`config.mk`:
```
export PLATFORM = sky130hd
export DESIGN_NAME = interrupt_ctrl_flat
export DESIGN_NICKNAME = d
export VERILOG_FILES = /design/src/rtl/interrupt_ctrl_if.sv /design/src/rtl/interrupt_ctrl.sv /design/src/flat_wrapper.sv
export SDC_FILE = /design/constraint.sdc
export NUM_CORES = 1
export LEC_CHECK = 0
export CORE_ASPECT_RATIO = 0.8
export CORE_MARGIN = 2
export CORE_UTILIZATION = 55
export CTS_CLUSTER_SIZE = 14
export DETAILED_ROUTE_END_ITERATION = 7
export GPL_TIMING_DRIVEN = 0
export HOLD_SLACK_MARGIN = 0.03
export PLACE_DENSITY = 0.94
export SETUP_SLACK_MARGIN = 0.5
export SYNTH_ARGS = -nofsm -noshare
export SYNTH_HDL_FRONTEND = slang
export SYNTH_SLANG_ARGS = --single-unit
```
`constraint.sdc`:
```
create_clock -name clk -period 2.9 [get_ports clk]
set_input_delay 0.58 -clock clk [delete_from_list [all_inputs] [get_ports clk]]
set_output_delay 0.58 -clock clk [all_outputs]
set_load 0.005 [all_outputs]
```
`src/rtl/interrupt_ctrl_if.sv`:
```
// Core-side handshake of the interrupt controller: request/vector out, ack/eret/EPC in.
// master is the controller, slave is the MIPS core.
interface interrupt_ctrl_if;
    logic        ie;
    logic        int_ack;
    logic        eret;
    logic [31:0] epc_in;
    logic        int_req;
    logic [31:0] int_vec;
    logic [31:0] epc_out;

    modport master (
        input  ie, int_ack, eret, epc_in,
        output int_req, int_vec, epc_out
    );

    modport slave (
        output ie, int_ack, eret, epc_in,
        input  int_req, int_vec, epc_out
    );
endinterface

```
`src/rtl/interrupt_ctrl.sv`:
```
// Three-level nested priority interrupt controller: edge-detected requests, per-level
// in-service bits and return addresses, and an IDLE/REQ handshake with the core.
module interrupt_ctrl #(
    parameter logic [31:0] VEC1 = 32'h0000_0100,
    parameter logic [31:0] VEC2 = 32'h0000_0200,
    parameter logic [31:0] VEC3 = 32'h0000_0300
) (
    input  logic              clk,
    input  logic              clr,
    input  logic              inter1,
    input  logic              inter2,
    input  logic              inter3,
    interrupt_ctrl_if.master  bus,
    output logic              inter_running1,
    output logic              inter_running2,
    output logic              inter_running3
);
    typedef enum logic {IDLE, REQ} state_t;

    state_t      state_q;
    logic [3:1]  prev_q, pend_q, isr_q;
    logic [3:1]  pend_d, isr_d;
    logic [3:1]  rise, ack_mask, pop_mask;
    logic [31:0] epc1_q, epc2_q, epc3_q;
    logic [1:0]  req_lvl_q, cur, cand;
    logic        int_req_q;
    logic [31:0] int_vec_q;
    logic        ack_fire;

    function automatic logic [3:1] lvl_mask(input logic [1:0] l);
        case (l)
            2'd1:    lvl_mask = 3'b001;
            2'd2:    lvl_mask = 3'b010;
            2'd3:    lvl_mask = 3'b100;
            default: lvl_mask = '0;
        endcase
    endfunction

    function automatic logic [31:0] vec_of(input logic [1:0] l);
        case (l)
            2'd1:    vec_of = VEC1;
            2'd2:    vec_of = VEC2;
            2'd3:    vec_of = VEC3;
            default: vec_of = '0;
        endcase
    endfunction

    always_comb begin
        cur  = isr_q[3]  ? 2'd3 : isr_q[2]  ? 2'd2 : isr_q[1]  ? 2'd1 : 2'd0;
        cand = pend_q[3] ? 2'd3 : pend_q[2] ? 2'd2 : pend_q[1] ? 2'd1 : 2'd0;
        rise     = {inter3, inter2, inter1} & ~prev_q;
        ack_fire = (state_q == REQ) && bus.int_ack;
        ack_mask = ack_fire ? lvl_mask(req_lvl_q) : '0;
        pop_mask = bus.eret ? lvl_mask(cur) : '0;
        // A fresh edge on the level being acked survives the ack.
        pend_d   = (pend_q & ~ack_mask) | rise;
        isr_d    = (isr_q & ~pop_mask) | ack_mask;
    end

    always_comb begin
        case (cur)
            2'd1:    bus.epc_out = epc1_q;
            2'd2:    bus.epc_out = epc2_q;
            2'd3:    bus.epc_out = epc3_q;
            default: bus.epc_out = '0;
        endcase
    end

    always_ff @(posedge clk) begin
        if (clr) begin
            state_q   <= IDLE;
            prev_q    <= '0;
            pend_q    <= '0;
            isr_q     <= '0;
            epc1_q    <= '0;
            epc2_q    <= '0;
            epc3_q    <= '0;
            req_lvl_q <= '0;
            int_req_q <= 1'b0;
            int_vec_q <= '0;
        end else begin
            prev_q <= {inter3, inter2, inter1};
            pend_q <= pend_d;
            isr_q  <= isr_d;
            if (ack_fire) begin
                case (req_lvl_q)
                    2'd1:    epc1_q <= bus.epc_in;
                    2'd2:    epc2_q <= bus.epc_in;
                    2'd3:    epc3_q <= bus.epc_in;
                    default: ;
                endcase
            end
            case (state_q)
                IDLE: begin
                    if (bus.ie && (cand > cur)) begin
                        req_lvl_q <= cand;
                        int_vec_q <= vec_of(cand);
                        int_req_q <= 1'b1;
                        state_q   <= REQ;
                    end
                end
                REQ: begin
                    // Vector stays frozen; a withdrawn request is re-arbitrated from IDLE.
                    if (bus.int_ack || !bus.ie) begin
                        int_req_q <= 1'b0;
                        state_q   <= IDLE;
                    end
                end
                default: state_q <= IDLE;
            endcase
        end
    end

    assign bus.int_req    = int_req_q;
    assign bus.int_vec    = int_vec_q;
    assign inter_running1 = isr_q[1];
    assign inter_running2 = isr_q[2];
    assign inter_running3 = isr_q[3];
endmodule

```
`src/flat_wrapper.sv`:
```
// flat-port wrapper written by rule: the top's interface ports become plain ports
module interrupt_ctrl_flat 
#(
    parameter logic [31:0] VEC1 = 32'h0000_0100,
    parameter logic [31:0] VEC2 = 32'h0000_0200,
    parameter logic [31:0] VEC3 = 32'h0000_0300
)
  (clk, clr, inter1, inter2, inter3, inter_running1, inter_running2, inter_running3, bus_ie, bus_int_ack, bus_eret, bus_epc_in, bus_int_req, bus_int_vec, bus_epc_out);
  interrupt_ctrl_if bus_i ();
  input  logic clk;
  input  logic clr;
  input  logic inter1;
  input  logic inter2;
  input  logic inter3;
  output logic inter_running1;
  output logic inter_running2;
  output logic inter_running3;
  input wire logic [$bits(bus_i.ie)-1:0] bus_ie;
  input wire logic [$bits(bus_i.int_ack)-1:0] bus_int_ack;
  input wire logic [$bits(bus_i.eret)-1:0] bus_eret;
  input wire logic [$bits(bus_i.epc_in)-1:0] bus_epc_in;
  output wire logic [$bits(bus_i.int_req)-1:0] bus_int_req;
  output wire logic [$bits(bus_i.int_vec)-1:0] bus_int_vec;
  output wire logic [$bits(bus_i.epc_out)-1:0] bus_epc_out;
  assign bus_i.ie = bus_ie;
  assign bus_i.int_ack = bus_int_ack;
  assign bus_i.eret = bus_eret;
  assign bus_i.epc_in = bus_epc_in;
  assign bus_int_req = bus_i.int_req;
  assign bus_int_vec = bus_i.int_vec;
  assign bus_epc_out = bus_i.epc_out;
  interrupt_ctrl #(.VEC1(VEC1), .VEC2(VEC2), .VEC3(VEC3)) u_core (.clk(clk), .clr(clr), .inter1(inter1), .inter2(inter2), .inter3(inter3), .bus(bus_i), .inter_running1(inter_running1), .inter_running2(inter_running2), .inter_running3(inter_running3));
endmodule
```
==> results.yml, run 1 <==
run_status:
  outcome: "completed"
global_route:
  grt_usage_pct: 31.5
  grt_pass1_vias: 5037
  antenna_found_initial: 0
  grt_pass1_wl_microns: 24500
  grt_max_degree: 20
  grt_overflow: 0
final_layout:
  n_antenna_cell: 0
  area_growth_pct: 30.5
  stdcell_count: 898
  nets: 820
  fill_cells: 663
  drive_gt1_share_pct: 13.5
setup_path:
  critPathSlowestCell: "clkdlybuf4s50_1"
  cpLargestDelayFamily: "buffers and inverters"
  r2r_cells: 7
  r2r-end: "u_core.req_lvl_q[0]$_SDFFE_PP0P_"
  endpoint: "bus_epc_out[1]"
  worst-setup-path-type: "reg2out"
  cp.depth: 5
  r2r_slack_ns: 0.92
  critPathRequiredTime_ns: 2.32
  path_buf_inv: 3
  timing.rr.start: "u_core.isr_q[3]$_SDFF_PP0_"
  startpoint: "u_core.isr_q[2]$_SDFF_PP0_"
  critical_path.cell_chain: "inv_4, buf_8, a31oi_1, o21ai_1, clkdlybuf4s50_1"
  endpoint_kind: "output pin"
  start_kind: "flop"
  slowest_delay_ns: 0.53
  cp_max_fo: 10
  worst_ep_arrival_time_ns: 1.85
worst_hold_path:
  hold_class: "reg2reg"
clock_tree:
  cts_hold_buf: 0
  cts-root-buf: "clkbuf_16"
  clock_latency_ns: 0.35
  cts_made_buffers: 9
  clockBufferDepth: 2
  htree_num_levels: 3
  path_clk_slew_ns: 0.07
  cts.sinks: 110
  tritoncts: "done"
synth:
  ys_types: 28
  syn_area_sq_um: 5000
  synth_edf_count: 0
  ys.flop_type: "dfxtp_1"
  syn_inst: 660
  ys_seq_area_share_pct: 44.1
  yosysWarnings: 0
  synth.top_cell.area_share_pct: 44.1
  netlist_top_cells_area: "dfxtp_1, nand2_1, a21oi_1, buf_4, a31oi_1"
  synth_area_per_cell_sq_um: 7.57
  yosysTopAreaCell: "dfxtp_1"
  postSynth.asyncResetShare_pct: 0
  synth_seq_cells: 110
die:
  fp.coreArea_sq_um: 8960
  dieArea_sq_um: 9870
  start_util_pct: 55.8
  dieWidth_microns: 111
  fp.dieH_microns: 89.3
  rows: 31
  io_pins: 108
drt:
  routed_via_density: 5.75
  dr.pass1.iters: 7
  drtAntennaViolNets: 0
  drcViolationCount: 0
  drt_wl_total_microns: 15900
  wl_per_cell_microns: 17.7
  drt_iter0_drc: 668
  vias: 5162
placed_design:
  place.gp.congestion: 0.869
  dp_hpwl_microns: 10300
  portBuffers: 76
  dpl.cell_count: 880
power_and_ir_drop:
  leakagePower_uw: 0.00261
  power.density_nw_per_um2: 467
  ir_worst_vdd_uv: 334
timing:
  hold_viol: 0
  worst_pin_slew_ns: 0.652
  skew_ns: 0.00866
  finalCritPeriodShare_pct: 83.9
  setup_violations: 0
  min_period_ns: 2.43
  setup_tns_ns: 0
  fmax_mhz: 411
  slew-limit-headroom_pct: 56.5
  rsz0062_at_grt: "yes"
  report.final.slew_viol_count: 0
job:
  cap_violations: 0
==> logic make-up after synthesis <==
group	Yosys count	synth area share (%)
muxes	3	0.601
buffers and inverters	85	11.1
DFF	110	44.1
AOI/OAI and AO/OA	173	18.8
and+or+nand+nor	286	24.9
adders and majority gates	2	0.501
other	1	0.0750
==> cell type report <==
cell class,count,area (sq um),area share [%]
multi-input combinational,494,2360,36.2
timing repair buffer,78,798,12.2
sequential,110,2210,33.9
clock inverter,7,78.8,1.21
inverter,2,10.0,0.153
tap,115,144,2.21
clock buffer,9,225,3.45
buffer,83,693,10.6
==> worst min-delay path by stage <==
stage                                   startpoint                              to  slack [ns]  cells after the start
floorplan            u_core.epc2_q[0]$_SDFFE_PP0P_   u_core.epc2_q[0]$_SDFFE_PP0P_        0.43                      2
global placement    u_core.epc2_q[16]$_SDFFE_PP0P_  u_core.epc2_q[16]$_SDFFE_PP0P_        0.44                      2
detailed placement   u_core.epc2_q[2]$_SDFFE_PP0P_   u_core.epc2_q[2]$_SDFFE_PP0P_        0.44                      2
CTS                  u_core.epc2_q[2]$_SDFFE_PP0P_   u_core.epc2_q[2]$_SDFFE_PP0P_        0.45                      2
global route        u_core.epc3_q[20]$_SDFFE_PP0P_  u_core.epc3_q[20]$_SDFFE_PP0P_        0.48                      2
finish               u_core.epc2_q[2]$_SDFFE_PP0P_   u_core.epc2_q[2]$_SDFFE_PP0P_        0.46                      2
==> metal layers <==
layer	up-vias	global-route usage [%]	routed length [microns]
li1	2345	-	-
met1	2363	36.1	5800
met2	393	56.3	7750
met3	61	8.75	1890
met4	0	14.5	478
met5	-	0	0
==> Yosys cell counts (all sizes together), types with 3 or more instances <==
| library cell | instances |
|---|---|
| dfxtp | 110 |
| nand2b | 4 |
| nor2b | 9 |
| nand2 | 226 |
| a21oi | 104 |
| buf | 60 |
| and2 | 32 |
| o21ai | 34 |
| mux2i | 3 |
| clkbuf | 23 |
| a31oi | 32 |
| nor2 | 6 |
==> power by group <==
group	total, uW	leakage (uW)	switching [uW]	internal [uW]
sequential	1540	0.000890	12.4	1520
combinational	225	0.00157	111	114
clock	1280	0.000144	601	682
==> worst register-to-register path: cells and delay by family, from the launching register on <==
family	cells	cell delay (ns)
flip-flops	1	0.39
AO/OA/AOI/OAI	1	0.34
adder cells (fa/ha/maj)	1	0.31
multiplexers	1	0.24
buffers and inverters	2	0.39
AND/OR/NAND/NOR	2	0.24
==> what timing repair did <==
item | in CTS | in global routing
gates resized for setup | 66 | 26
endpoints found under the setup margin | 35 | 28
setup buffers | 2 | 0
pin swaps | 3 | 0
==> layout by cell type (no fill, tap or decap), drive strengths merged, types with 2 or more instances in the layout <==
cell type      instances
a31oi                 32
a21oi                104
buf                   64
clkbuf                30
conb                  30
nor2b                  9
or2b                   2
mux2i                  3
nor2                   6
inv                    5
and2                  32
dlymetal6s2s          11
dlygate4sd2            4
nand4b                 2
nand2                226
clkinvlp               2
and4b                  2
clkdlybuf4s50         61
dfxtp                110
nand2b                 4
o21ai                 34
ha                     2
==> sequential cells by signal, indices dropped and copies added (netlist names), 2 cells and up <==
| signal | count |
|---|---|
| u_core.epc1_q | 32 |
| u_core.epc2_q | 32 |
| u_core.epc3_q | 32 |
| u_core.isr_q | 3 |
| u_core.pend_q | 3 |
| u_core.prev_q | 3 |
| u_core.bus.int_vec | 2 |
==> per-stage QoR <==
stage | instance area (sq um) | util, % | hold slack, ns | setup WS, ns | power, uW
after global placement | 6010 | 67.1 | 0.437 | 0.368 | 1780
final | 6520 | 72.8 | 0.456 | 0.468 | 3040
after floorplan | 5110 | - | 0.432 | 1.02 | 1680
after CTS | 6480 | 72.3 | 0.454 | 0.463 | 3020
after global routing | 6520 | 72.8 | 0.475 | 0.398 | 3120
after detailed placement | 6010 | 67.1 | 0.444 | 0.287 | 1790
(Power assumes the default switching activity.)
==> run 2: changes to the inputs <==
- CORE_UTILIZATION: 55 -> 51
- PLACE_DENSITY: 0.94 -> 0.88
- clock period: 2.9 -> 2.5 ns (I/O delays scaled with it)
==> results.yml, run 2 (synthesis gave the netlist of run 1 again) <==
setup_path:
  start_kind: "flop"
  critPathRequiredTime_ns: 2.00
  critical_path.cell_chain: "buf_12, buf_6, and2_4, a31oi_1, o21ai_1, buf_2"
  cp_max_fo: 4
  path_buf_inv: 3
  cpLargestDelayFamily: "buffers and inverters"
  critPathSlowestCell: "dfxtp_4"
  worst_ep_arrival_time_ns: 1.57
  worst-setup-path-type: "reg2out"
  slowest_delay_ns: 0.38
  endpoint_kind: "output pin"
drt:
  routed-wl-met2_microns: 8140
  routed_via_density: 5.75
  met1_length_microns: 6280
  vias: 5242
  wl_per_cell_microns: 18.8
  drtAntennaViolNets: 0
  drt_iter0_drc: 627
  dr.max_layer_used: "met4"
  drcViolationCount: 0
  drt_wl_total_microns: 17100
  wl_met3_microns: 1940
  dr.pass1.iters: 6
power_and_ir_drop:
  p_comb_share_pct: 7.8
  p_sw_share_pct: 22.7
  leakagePower_uw: 0.00259
  power.density_nw_per_um2: 528
  share_clk_of_total_power_pct: 41.8
  seqPwrFrac_pct: 50.4
  p_total_uw: 3540
  p_sw_uw: 801
  p_int_uw: 2730
  ir_worst_vdd_uv: 520
timing:
  worst_pin_slew_ns: 0.634
  finalCritPeriodShare_pct: 82.8
  min_period_ns: 2.07
  hold_viol: 0
  skew_ns: 0.00687
  finalWorstSetupSlack_ns: 0.429
  report.final.slew_viol_count: 0
  setup_violations: 0
  fmax_mhz: 483
  rsz0062_at_grt: "yes"
  slew-limit-headroom_pct: 57.8
die:
  dieArea_sq_um: 10600
  io_pins: 108
  dieWidth_microns: 115
  fp.dieH_microns: 92.6
  start_util_pct: 52.2
  rows: 32
  fp.coreArea_sq_um: 9570
run_status:
  outcome: "completed"
global_route:
  grt_usage_pct: 31.1
  grt_max_degree: 17
  grt_pass1_wl_microns: 25000
  grt_overflow: 0
  grt_pass1_vias: 5073
  antenna_found_initial: 0
final_layout:
  drive_gt1_share_pct: 22.1
  layout_common_cells: "nand2_1, dfxtp_1, a21oi_1, clkdlybuf4s50_1, buf_4"
  layout_commonest_cell: "nand2_1"
  n_antenna_cell: 0
  nets: 829
  area_growth_pct: 34.0
  final_area_sq_um: 6700
  largest_registers: "u_core.epc1_q (32), u_core.epc2_q (32), u_core.epc3_q (32)"
clock_tree:
  htree_num_levels: 3
  cts_made_buffers: 9
  clockBufferDepth: 2
  path_clk_slew_ns: 0.07
  cts.sinks: 110
  cts_hold_buf: 0
  cts-root-buf: "clkbuf_16"
  tritoncts: "done"
  clock_latency_ns: 0.36
placed_design:
  place.gp.congestion: 0.895
  portBuffers: 76
  dp_hpwl_microns: 10400
  place_area_sq_um: 6020
  place_ws_ns: -0.0785
worst_hold_path:
  hold_class: "reg2reg"
job:
  cap_violations: 0
==> run 2: tightest hold or removal path, cell delays in order, from the launching register on <==
cell and delay [ns]:
dfxtp_1 0.31, nand2_1 0.05, a21oi_1 0.05
==> run 2: repair_timing <==
action	4_1_cts	5_1_grt
setup endpoints to repair	37	36
cloned	1	0
pin swaps	33	19
endpoints found under the hold margin	0	0
buffers inserted	8	2
gates resized for setup	226	33
==> run 2: power by group through the flow <==
stage	Clock [uW]	Combinational [uW]	Sequential (uW)
final	1480	275	1780
after detailed placement	0	250	1820
after floorplan	0	130	1820
after global routing	1530	291	1780
after CTS	1460	258	1780
after global placement	0	243	1820
==> run 2: layer usage <==
| layer | vias up | global-route usage (%) |
|---|---|---|
| met4 | 0 | 14.0 |
| met1 | 2401 | 37.1 |
| met3 | 80 | 7.92 |
| li1 | 2369 | - |
| met2 | 392 | 52.9 |
| met5 | - | 0 |
==> run 2: layout make-up <==
type,count,area (sq um)
buffer,83,764
clock buffer,12,256
clock inverter,4,45.0
fill,708,2870
inverter,2,10.0
multi-input combinational,494,2530
sequential,110,2210
tap,119,149
timing repair buffer,87,734
==> run 2: path summary, 6_finish.rpt <==
| check | to | cells after the start | slack, ns | from |
|---|---|---|---|---|
| max reg2reg | u_core.req_lvl_q[0]$_SDFFE_PP0P_ | 8 | 0.56 | u_core.isr_q[2]$_SDFF_PP0_ |
| max | bus_epc_out[24] | 6 | 0.43 | u_core.isr_q[2]$_SDFF_PP0_ |
| min reg2reg | u_core.epc2_q[28]$_SDFFE_PP0P_ | 2 | 0.45 | u_core.epc2_q[28]$_SDFFE_PP0P_ |
| min | u_core.epc2_q[28]$_SDFFE_PP0P_ | 2 | 0.45 | u_core.epc2_q[28]$_SDFFE_PP0P_ |
==> run 2: through the flow <==
stage	hold slack [ns]	setup TNS [ns]	cells	utilization [%]
6_report	0.454	0	911	70.0
5_1_grt	0.471	0	911	70.0
4_1_cts	0.453	0	909	68.7
3_5_place_dp	0.442	-0.0812	884	62.9
3_3_place_gp	0.436	0	884	62.9
2_1_floorplan	0.432	0	689	-
==> run 3: changes to the inputs <==
- CORE_UTILIZATION: 51 -> 46
- PLACE_DENSITY: 0.88 -> 0.84
- clock period: 2.5 -> 1.9 ns (I/O delays scaled with it)
==> results.yml, run 3 (synthesis gave the netlist of run 1 again) <==
run_status:
  outcome: "complete, but fails checks"
  violations: "negative setup slack"
placed_design:
  dp_hpwl_microns: 9770
  place.gp.congestion: 0.849
  portBuffers: 76
final_layout:
  layout_common_cells: "nand2_1, dfxtp_1, a21oi_1, buf_4, buf_2"
  layout_commonest_cell: "nand2_1"
  nets: 844
  n_antenna_cell: 0
  largest_registers: "u_core.epc1_q (32), u_core.epc2_q (32), u_core.epc3_q (32)"
  area_growth_pct: 43.5
  post-route-util_pct: 66.9
  drive_gt1_share_pct: 28.9
global_route:
  grt_use_met2_pct: 42.9
  grt_usage_pct: 27.4
  grt_overflow: 0
  use_met3_pct: 7.10
  antenna_found_initial: 0
  grt_pass1_vias: 4787
  grt_max_degree: 18
  grt_use_met1_pct: 35.2
  busiest_layer: "met2"
  grt_pass1_wl_microns: 25000
timing:
  setup_violations: 27
  setup_tns_ns: -1.70
  fmax_mhz: 488
  rsz0062_at_grt: "yes"
  finalWorstSetupSlack_ns: -0.151
  finalCritPeriodShare_pct: 108
  skew_ns: 0.00783
  report.final.slew_viol_count: 0
  min_period_ns: 2.05
  hold_viol: 0
clock_tree:
  cts_hold_buf: 0
  cts_made_buffers: 9
  cts-root-buf: "clkbuf_16"
  clockBufferDepth: 2
  clock_latency_ns: 0.36
  htree_num_levels: 3
  cts.sinks: 110
  path_clk_slew_ns: 0.07
  tritoncts: "done"
power_and_ir_drop:
  leakagePower_uw: 0.00279
  p_total_uw: 4760
  ir_worst_vdd_uv: 410
  p_sw_share_pct: 22.9
  power.density_nw_per_um2: 664
  p_sw_uw: 1090
  seqPwrFrac_pct: 49.2
  p_int_uw: 3670
  p_comb_share_pct: 8.2
  share_clk_of_total_power_pct: 42.6
drt:
  drtAntennaViolNets: 0
  drcViolationCount: 0
  dr.pass1.iters: 5
  vias: 5353
  wl_per_cell_microns: 18.6
  drt_iter0_drc: 699
  drt_wl_total_microns: 17700
  routed_via_density: 5.63
setup_path:
  critPathRequiredTime_ns: 1.52
  worst_ep_arrival_time_ns: 1.67
  critical_path.cell_chain: "clkinvlp_4, buf_6, buf_8, buf_6, a31oi_1, o21ai_1, buf_2"
  critPathSlowestCell: "dfxtp_4"
  slowest_delay_ns: 0.38
  startpoint: "u_core.isr_q[2]$_SDFF_PP0_"
  cpLargestDelayFamily: "buffers and inverters"
  start_kind: "flop"
  endpoint_kind: "output pin"
  cp_max_fo: 5
  timing.rr.start: "u_core.isr_q[2]$_SDFF_PP0_"
  path_buf_inv: 5
  worst-setup-path-type: "reg2out"
  worst_path_most_repeated_cell: "buf_6"
die:
  io_pins: 108
  rows: 34
  fp.coreArea_sq_um: 10700
  dieArea_sq_um: 11700
  fp.dieH_microns: 97.2
  start_util_pct: 46.6
  dieWidth_microns: 121
worst_hold_path:
  min_from: "u_core.epc2_q[19]$_SDFFE_PP0P_"
  hold_class: "reg2reg"
job:
  cap_violations: 0
## run 3: changes by cell type in the layout (fill, tap and decap cells not counted), sizes merged
cell	before	now
dlygate4sd2	1	4
buf	99	114
bufinv	1	2
clkinv	3	2
clkdlybuf4s15	1	0
clkdlybuf4s50	43	38
clkinvlp	0	2
## run 3: power groups by stage
stage | clock network [uW] | logic, uW | registers [uW]
3_3_place_gp | 0 | 335 | 2400
2_1_floorplan | 0 | 180 | 2400
4_1_cts | 2010 | 366 | 2340
6_report | 2030 | 391 | 2340
5_1_grt | 2120 | 414 | 2350
3_5_place_dp | 0 | 338 | 2400
## run 3: through the flow
| step | setup slack [ns] | area, sq um | cells | hold WS (ns) |
|---|---|---|---|---|
| 3_3_place_gp | -0.376 | 6090 | 909 | 0.438 |
| 5_1_grt | -0.172 | 7170 | 950 | 0.478 |
| 4_1_cts | -0.102 | 6840 | 944 | 0.444 |
| 6_report | -0.151 | 7170 | 950 | 0.455 |
| 2_1_floorplan | 0.317 | 5150 | 689 | 0.432 |
| 3_5_place_dp | -0.373 | 6090 | 909 | 0.443 |
## run 3: repair_timing
| item | in CTS | in global routing |
|---|---|---|
| pin swaps | 65 | 16 |
| setup buffers | 16 | 3 |
| endpoints found under the setup margin | 128 | 83 |
| gates resized for setup | 260 | 52 |
| gates cloned | 4 | 3 |
## run 3: layer usage
layer,routed length [microns],part of all wire (%),vias up
met5,0,0,-
met4,927,5.2,0
li1,-,-,2407
met1,6620,37,2429
met2,8190,46,416
met3,1930,11,101
## run 3: final timing paths
path	to	slack (ns)	cells past startpoint
worst max-delay path	bus_epc_out[21]	-0.15	7
worst min-delay path	u_core.epc2_q[19]$_SDFFE_PP0P_	0.45	2
worst max register to register	u_core.req_lvl_q[0]$_SDFFE_PP0P_	0.01	9
worst min register to register	u_core.epc2_q[19]$_SDFFE_PP0P_	0.45	2
## run 3: worst min-delay path, cell delays in order, from the launching register on
cell and delay, ns:
dfxtp_1 0.31, nand2_1 0.05, a21oi_1 0.05
## run 3: area by class of cell
class	instances	area, sq um
multi-input combinational	494	2750
timing repair buffer	102	918
tap	144	180
inverter	2	11.3
clock inverter	6	86.3
fill	788	3550
clock buffer	9	225
buffer	83	781
sequential	110	2220
==> variant, RTL diff (settings of run 3) <==
`VEC3` is set to 32'h0000_0300 in 2 places; all go to 32'h00000180.
--- a/src/rtl/interrupt_ctrl.sv
+++ b/src/rtl/interrupt_ctrl.sv
@@ -3,7 +3,7 @@
 module interrupt_ctrl #(
     parameter logic [31:0] VEC1 = 32'h0000_0100,
     parameter logic [31:0] VEC2 = 32'h0000_0200,
-    parameter logic [31:0] VEC3 = 32'h0000_0300
+    parameter logic [31:0] VEC3 = 32'h00000180
 ) (
     input  logic              clk,
     input  logic              clr,
--- a/src/flat_wrapper.sv
+++ b/src/flat_wrapper.sv
@@ -3,7 +3,7 @@
 #(
     parameter logic [31:0] VEC1 = 32'h0000_0100,
     parameter logic [31:0] VEC2 = 32'h0000_0200,
-    parameter logic [31:0] VEC3 = 32'h0000_0300
+    parameter logic [31:0] VEC3 = 32'h00000180
 )
   (clk, clr, inter1, inter2, inter3, inter_running1, inter_running2, inter_running3, bus_ie, bus_int_ack, bus_eret, bus_epc_in, bus_int_req, bus_int_vec, bus_epc_out);
   interrupt_ctrl_if bus_i ();
Function: changed (a bounded check fails within 4 cycles, from zero or initial values).
==> variant against run 3 <==
The run still ends with negative setup slack left; cell area down 0.59%; total power fell by 2.2%; global-route usage down 0.079 points; critical path depth grew 1; maximum frequency grew 4.1%; via count is 0.19% higher; sequential power rose by 3%; worst setup slack improved by 0.081 ns; routed wire length is 0.55% lower; sequential cell count up 2; synthesized area up 0.45%; critical path type is now flip-flop to flip-flop; critical endpoint is now u_core.bus.int_vec[9]; largest cell class unchanged; highest routed layer unchanged.
==> variant: results (changes against run 3) <==
Setup path
  • Slowest cell on the critical path: dfxtp_4 (unchanged)
  • Worst stage delay on the critical path: 0.39 ns
  • R2r endpoint: u_core.bus.int_vec[9] (was u_core.req_lvl_q[0])
  • Cells on worst reg2reg path: 8 (was 9)
  • WP data arrival: 2.22 ns (was 1.67 ns)
  • Cell family with most CP delay: compound AO/OA/AOI/OAI gates (was buffers and inverters)
  • CP Max Fanout: 10 (was 5)

Placement
  • Port buffer count: 77 (was 76)
  • DPL Wire Length: 9.58 mm (was 9.77 mm)
  • Pre-CTS setup slack: -0.451 ns (was -0.373 ns)
  • GPL Wtd Cong: 0.854 (was 0.849)
  • Cells after DPL: 915 (was 909)
  • Post-Place Cell Area: 6130 µm² (was 6090 µm²)

Run status
  • Violated checks: negative setup slack (unchanged)
  • Status: complete, but fails checks (unchanged)

Min path
  • Hold Crit Class: primary input to flip-flop (was flip-flop to flip-flop)
  • Hold path start: clr (was u_core.epc2_q[19])
  • Hold Path Cell Cnt: 3 (was 2)
  • Min-Delay Endpoint: u_core.bus.int_vec[8] (was u_core.epc2_q[19])

Global route
  • GR met2 Demand/Resource: 43.2% (was 42.9%)
  • Met1 usage: 35.6% (was 35.2%)
  • All-Layer GR Usage: 27.4% (about the same)
  • Largest net degree at the start of global routing: 19 (was 18)
  • GR Util met3: 6.98% (was 7.10%)
  • Vias in the first global route: 4677 (was 4787)
  • First-pass GRT wire length: 24.8 mm (was 25.0 mm)

STA
  • Final WS setup: -0.0702 ns (was -0.151 ns)
  • Hold slack: 0.382 ns (was 0.455 ns)
  • Final setup TNS: -0.317 ns (was -1.70 ns)
  • Final Skew: 0.00853 ns (was 0.00783 ns)
  • Final Setup Violations: 16 (was 27)

Finish
  • Fraction of layout cells with a size suffix above 1: 25.6% (was 28.9%)
  • Non-filler cells, final: 957 (was 950)
  • Nets@finish: 850 (was 844)

Synth
  • Register area share after synthesis: 44.7% (was 44.1%)
  • Syn Inst Count: 666 (was 660)
  • Netlist cell types: 30 (was 28)
  • Top post-synthesis cells by count: nand2_1, dfxtp_1, a21oi_1 (unchanged)
  • Synth warn: 0 (unchanged)
  • Most area-consuming cells after synthesis: dfxtp_1, nand2_1, a21oi_1 (unchanged)
  • Async SR Flop Fraction: 0% (unchanged)

Clocking
  • CTS buffer count: 9 (unchanged)
  • Clock Path Buffers: 2 (unchanged)
  • Skew-Pair Late Insertion Delay: approximately 0.35 ns
  • Clk slew on worst S/H paths: 0.08 ns
  • H-tree levels: 3 (unchanged)

Power and ir drop
  • Worst vdd ir: 467 µV (was 410 µV)
  • Pleak: 2.76 nW (was 2.79 nW)

Detailed routing
  • ANT nets after route: 0 (unchanged)
  • Met1 wire length: 6.71 mm (was 6.62 mm)
  • DRT iter0 DRCs: 649 (was 699)
  • Total vias in the final route: 5363 (was 5353)
  • Detail Route met2 WL: 8.10 mm (was 8.19 mm)
  • Total wire length: 17.6 mm (was 17.7 mm)
  • First-pass DRT Iterations: 6 (was 5)
  • Routed wire length on met3: 2.09 mm (was 1.93 mm)
[variant: cells by family (layout without fill, tap and decap cells)]
| kind of cell | Yosys count | in the layout | share of synthesized area [%] |
|---|---|---|---|
| DFF | 112 | 112 | 44.7 |
| muxes | 5 | 5 | 1.02 |
| other | 1 | 29 | 0.0747 |
| adders and majority gates | 2 | 2 | 0.498 |
| and+or+nand+nor | 288 | 288 | 24.8 |
| AOI/OAI and AO/OA | 174 | 174 | 18.5 |
| buffers and inverters | 84 | 203 | 10.5 |
[variant: cell type report]
class	instances	area, µm²
clock buffers	11	243
multi-input cells	498	2700
clock inverters	5	38.8
repair buffers	103	896
flip-flops and latches	112	2250
fillers	849	3630
inverters	3	23.8
plain buffers	81	796
well taps	144	180
[variant: where the power goes]
group / internal [W] / total (W) / switching (W)
sequential: 0.00237 / 0.00240 / 0.0000237
clock: 0.000938 / 0.00185 / 0.000910
combinational: 0.000210 / 0.000414 / 0.000204
[variant: worst min-delay path: stages]
cell	delay (ns)
buf_2	0.13
nand2b_1	0.11
mux2i_1	0.06
[variant: timing repair]
item                       4_1_cts  5_1_grt
setup buffers                   13        7
hold buffers                     0        0
pin swaps                       56       27
setup endpoints to repair      138       99
cloned                           4        2
gates resized for setup        276       39
hold endpoints to repair         0        0
[variant: worst max path at each step]
| stage | depth (start not counted) | endpoint | slack [ns] |
|---|---|---|---|
| 6_report | 8 | u_core.bus.int_vec[9] | -0.07 |
| 5_1_grt | 8 | u_core.bus.int_vec[9] | -0.08 |
| 4_1_cts | 6 | bus_epc_out[17] | 0.0004 |
| 3_5_place_dp | 5 | bus_epc_out[12] | -0.45 |
| 3_3_place_gp | 5 | bus_epc_out[2] | -0.46 |
| 2_1_floorplan | 7 | u_core.bus.int_vec[9] | 0.13 |
